==> config.mk <==
export PLATFORM = sky130hd
export DESIGN_NAME = adc_capture_ctrl
export DESIGN_NICKNAME = d
export VERILOG_FILES = /design/src/rtl/adc_capture_ctrl.sv
export SDC_FILE = /design/constraint.sdc
export NUM_CORES = 1
export LEC_CHECK = 0
export BUFFER_PORTS_ARGS = -buffer_cell sky130_fd_sc_hd__buf_2
export CAP_MARGIN = 10
export CORE_ASPECT_RATIO = 0.8
export CORE_MARGIN = 5
export CORE_UTILIZATION = 59
export CTS_CLUSTER_SIZE = 16
export DETAILED_ROUTE_END_ITERATION = 7
export GPL_ROUTABILITY_DRIVEN = 0
export PLACE_DENSITY = 0.81
export SLEW_MARGIN = 20
export SYNTH_ARGS = -nofsm -noshare
export SYNTH_HDL_FRONTEND = slang
export SYNTH_SLANG_ARGS = --single-unit
==> constraint.sdc <==
create_clock -name clk -period 3.1 [get_ports clk]
set_input_delay 0.31 -clock clk [delete_from_list [all_inputs] [get_ports clk]]
set_output_delay 0.31 -clock clk [all_outputs]
set_load 0.02 [all_outputs]
==> src/rtl/adc_capture_ctrl.sv <==
// adc_capture_ctrl: triggered capture sequencer feeding the narrow write port
// of the capture RAM. It writes a circular pre-trigger history, waits for a
// qualified trigger, writes the post-trigger samples and then freezes.
// Optional feature: define ADC_CAPTURE_TEST_PATTERN_EN to add the testPattern
// port, which replaces sample data with a ramp counter.
module adc_capture_ctrl #(
  parameter int DATA_WIDTH    = 14,
  parameter int ADDRESS_WIDTH = 16
) (
  input  logic                     clk,
  input  logic                     resetN,
  input  logic                     arm,
  input  logic [ADDRESS_WIDTH-1:0] pretrigCount,
  input  logic [ADDRESS_WIDTH:0]   postCount,
  input  logic                     trigger,
  input  logic                     sampleValid,
  input  logic [DATA_WIDTH-1:0]    sampleData,
`ifdef ADC_CAPTURE_TEST_PATTERN_EN
  input  logic                     testPattern,
`endif
  output logic                     wEnable,
  output logic [ADDRESS_WIDTH-1:0] wAddr,
  output logic [DATA_WIDTH-1:0]    wData,
  output logic                     busy,
  output logic                     done,
  output logic [ADDRESS_WIDTH-1:0] triggerAddr,
  output logic [ADDRESS_WIDTH-1:0] startAddr
);

  typedef enum logic [2:0] {
    IDLE      = 3'd0,
    PRETRIG   = 3'd1,
    WAIT_TRIG = 3'd2,
    POSTTRIG  = 3'd3,
    DONE      = 3'd4
  } captureState_t;

  captureState_t state;

  logic [ADDRESS_WIDTH-1:0] preLatched;
  logic [ADDRESS_WIDTH:0]   postLatched;
  logic [ADDRESS_WIDTH-1:0] sampleCount;
  logic [ADDRESS_WIDTH-1:0] postCounter;
  logic [ADDRESS_WIDTH-1:0] addrNext;

  logic [ADDRESS_WIDTH:0]   postMin;
  logic [ADDRESS_WIDTH:0]   postLimit;
  logic [ADDRESS_WIDTH:0]   postArm;
  logic                     capturing;
  logic                     doWrite;
  logic [DATA_WIDTH-1:0]    sampleSel;

  // Post length seen at arm time: at least the trigger sample itself, and never
  // longer than the room left in the buffer after the pre-trigger history.
  assign postMin   = (postCount == '0) ? (ADDRESS_WIDTH+1)'(1) : postCount;
  assign postLimit = {1'b1, {ADDRESS_WIDTH{1'b0}}} - {1'b0, pretrigCount};
  assign postArm   = (postMin > postLimit) ? postLimit : postMin;

  // A write happens for every valid sample while a capture is running; an arm
  // in the same cycle aborts and takes priority over the sample.
  assign capturing = (state == PRETRIG) || (state == WAIT_TRIG) || (state == POSTTRIG);
  assign doWrite   = sampleValid && capturing && !arm;

`ifdef ADC_CAPTURE_TEST_PATTERN_EN
  logic [DATA_WIDTH-1:0] rampCount;

  // Ramp source: restarts at zero on arm and advances once per written sample.
  always_ff @(posedge clk or negedge resetN) begin
    if (!resetN) begin
      rampCount <= '0;
    end else if (arm) begin
      rampCount <= '0;
    end else if (doWrite) begin
      rampCount <= rampCount + 1'b1;
    end
  end

  assign sampleSel = testPattern ? rampCount : sampleData;
`else
  assign sampleSel = sampleData;
`endif

  // Registered RAM write port and the free-running circular write address.
  always_ff @(posedge clk or negedge resetN) begin
    if (!resetN) begin
      wEnable  <= 1'b0;
      wAddr    <= '0;
      wData    <= '0;
      addrNext <= '0;
    end else begin
      wEnable <= doWrite;
      if (arm) begin
        addrNext <= '0;
      end else if (doWrite) begin
        wAddr    <= addrNext;
        wData    <= sampleSel;
        addrNext <= addrNext + 1'b1;
      end
    end
  end

  // Capture sequencer: pre-trigger count, trigger qualification, post count.
  always_ff @(posedge clk or negedge resetN) begin
    if (!resetN) begin
      state       <= IDLE;
      preLatched  <= '0;
      postLatched <= '0;
      sampleCount <= '0;
      postCounter <= '0;
      busy        <= 1'b0;
      done        <= 1'b0;
      triggerAddr <= '0;
      startAddr   <= '0;
    end else if (arm) begin
      preLatched  <= pretrigCount;
      postLatched <= postArm;
      sampleCount <= '0;
      postCounter <= '0;
      busy        <= 1'b1;
      done        <= 1'b0;
      state       <= (pretrigCount == '0) ? WAIT_TRIG : PRETRIG;
    end else begin
      case (state)
        PRETRIG: begin
          if (sampleValid) begin
            sampleCount <= sampleCount + 1'b1;
            if (sampleCount == preLatched - 1'b1) begin
              state <= WAIT_TRIG;
            end
          end
        end
        WAIT_TRIG: begin
          if (sampleValid && trigger) begin
            triggerAddr <= addrNext;
            startAddr   <= addrNext - preLatched;
            // Low bits only: a full-buffer post length wraps to all ones.
            postCounter <= postLatched[ADDRESS_WIDTH-1:0] - 1'b1;
            if (postLatched == (ADDRESS_WIDTH+1)'(1)) begin
              state <= DONE;
              busy  <= 1'b0;
              done  <= 1'b1;
            end else begin
              state <= POSTTRIG;
            end
          end
        end
        POSTTRIG: begin
          if (sampleValid) begin
            postCounter <= postCounter - 1'b1;
            if (postCounter == ADDRESS_WIDTH'(1)) begin
              state <= DONE;
              busy  <= 1'b0;
              done  <= 1'b1;
            end
          end
        end
        default: begin
          state <= state;
        end
      endcase
    end
  end

endmodule

==> results.md <==
* CTS root buffer: clkbuf_16
* Status: finished, final reports clean
* Clk_skew at 6.28 ps
* Buffers & Inverters on Critical Path at 1
* Drc violations at 0
* Cts hold-fix bufs at 1
* Syn Nets at 1035
* WP data arrival at 3070 ps
* Vias/cell at 6.10
* Die X at 146 um
* Post-synthesis mux area share at 0.0637
* Seq/Total Area, Yosys at 0.425
* XOR/XNOR Fraction of Synth Area at 0.0828
* DP Wirelength at 16100 um
* Core area at 14400 sq um
* Compound-gate portion of the synthesized area at 0.141
* Stages on worst setup path at 7
* Port Buffer Count at 116
* Area share of and/or/nand/nor cells after synthesis at 0.189
* H-tree levels at 4
* Cts repair resizes at 0
* Post-Synth Adder-Cell Area at 0.0593
* Layout cell share with drive strength beyond 1 at 0.228
* # setup viols final at 0
* Post-synthesis async set-or-reset flop share at 1.00
* Main combinational cell family by area after synthesis: simple AND/OR/NAND/NOR gates
* Critical-path top delay cell: a2111oi_0
* Postcts setup bufs at 0
* Setup WS pre-CTS at -64.5 ps
* CP top delay family: compound AO/OA/AOI/OAI gates
* Library cells used by synthesis at 68
* Tot GR Track Use at 0.260
* Clk sinks at 149
* Worst-Skew Late Latency at 430 ps
* CTS tree: built
* Most frequent cells after synthesis: dfrtp_1 (149), nor2_1 (90), o21ai_0 (89), nand2_1 (79), clkbuf_1 (49)
* EDFF count, synth at 0
* R2r worst-path depth at 7
* Top cell type's share of synthesized area at 0.425
* Vias at 7657
* Clk buf depth at 2
* Synthesized instance count at 942
* Max Cap Viol at 0
* Top_reg_cell synth: dfrtp_1
* Required time of the critical path at 3390 ps
* First-pass GRT wire length at 36800 um
* Iter 0 DRT Violations at 661
* Rel. slew slack at 0.465
* P_leak at 4.85 nW
* Crit path cell chain: inv_1, ha_1, a2111oi_0, a211oi_1, o41ai_1, xor2_1, o21ai_0
* Fmax achieved at 360 MHz
* Clock transition at path regs at 60 ps
* Post-Syn Area at 8780 sq um
* Fin crit period at 2770 ps
* Most common cell in the synthesized netlist: dfrtp_1
* Routed Antenna Nets at 0
* Rows at 39
* CP peak stage delay at 740 ps
* P&R area growth vs syn at 17.5%
* Worst setup SP type: flop
* Unrepaired setup endpoints after global routing: false
* Cells on Worst Hold Path at 2
* Mean Syn Cell Area at 9.32 sq um
* Largest fanout on the critical path at 5
* Hold Crit Class: input port to flop
* I/O pin cnt at 117
* Post-Route WL at 22500 um
* Flop and latch count out of synthesis at 149
* Die H at 119 um
* Area occupied by multi-input gates at 4710 sq um
* Area occupied by registers at 3730 sq um
* Gr ovfl total at 0
* Antenna Diode Count at 0
* Final core occ at 0.714
* CTS buffer count at 17
* Peak VDD IR at 0.424 mV
* Hold Vio Cnt, Final at 0
* Initial antenna violation count at 0
* NumNets Final at 1155
* WL/cell at 17.9 um
* Total die area at 17400 sq um
* Slew @ Worst Pin at 782 ps
* Worst Slack Setup Final at 325 ps
* Fill count at 1093
* Largest net degree at the start of global routing at 70
* Hold WS at 116 ps
* Crit Path Class: flop to flop
* Final Max Slew Viols at 0
* Vias in the first global route at 7063
* Post-Place Cells at 1226
* Power Dens Cells at 656 nW/um^2
* Pre-Repair DR Iteration Count at 6
* Post-route clock period utilization at 0.895
* Synth warnings at 0
* Dominant cell type by area after synthesis: dfrtp_1
* Critical path endpoint category: flop
* Layout Cells excl Fill at 1256
* Largest cells by area after synthesis: dfrtp_1 (42%), mux2_2 (5.9%), ha_1 (5.7%)
* Initial Utilization at 0.608
cells by family after synthesis:
group | count (synthesis)
adders and majority gates | 41
and+or+nand+nor | 326
DFF | 149
AOI/OAI and AO/OA | 204
buffers and inverters | 89
muxes | 50
xor gates and xnor gates | 83
per-stage QoR:
| step | cell area [sq um] | setup TNS, ps | power [W] |
|---|---|---|---|
| after global routing | 10300 | 0 | 0.00715 |
| after floorplan | 8780 | 0 | 0.00398 |
| after global placement | 9710 | -0.596 | 0.00462 |
| after CTS | 10300 | 0 | 0.00677 |
| final | 10300 | 0 | 0.00676 |
| after detailed placement | 9710 | -500 | 0.00468 |
path summary, 6_finish.rpt:
| check | from | endpoint | slack, ps |
|---|---|---|---|
| max | preLatched[7] | startAddr[12] | 330 |
| min | sampleData[2] | wData[2] | 120 |
| max reg2reg | preLatched[7] | startAddr[12] | 330 |
| min reg2reg | startAddr[13] | startAddr[13] | 490 |
| max in group asynchronous | resetN | postCounter[12] | 1880 |
| min in group asynchronous | resetN | preLatched[14] | 440 |
report_power, final:
group          internal, W  switching (W)  total (W)
Sequential         0.00232       0.000324    0.00265
Combinational     0.000806        0.00123    0.00203
Clock              0.00129       0.000784    0.00208
Total              0.00442        0.00233    0.00676
sequential cells by signal, summed over array words and instances, names as in the netlist:
signal       flops
done             1
postCounter     16
state            3
sampleCount     16
wData           14
preLatched      16
startAddr       16
postLatched     17
busy             1
wEnable          1
addrNext        16
wAddr           16
triggerAddr     16
layout make-up:
type,count,area share
Inverter,35,0.0127
Sequential cell,149,0.362
Clock buffer,21,0.0447
Tap cell,184,0.0223
Timing Repair Buffer,155,0.0892
Clock inverter,8,0.0123
Multi-Input combinational cell,704,0.457
layout by cell type (no fill, tap or decap), types with 40 or more instances in the layout:
cell	instances
buf_2	115
xnor2_1	41
nand2_1	79
ha_1	40
xor2_1	42
o21ai_0	89
mux2_2	46
nor2_1	90
dfrtp_1	149
metal layers:
layer	track usage	share of wire
met4	0.0605	0.013
met1	0.387	0.46
met3	0.0600	0.076
met2	0.388	0.45
met5	0	0
(Power assumes the default switching activity.)
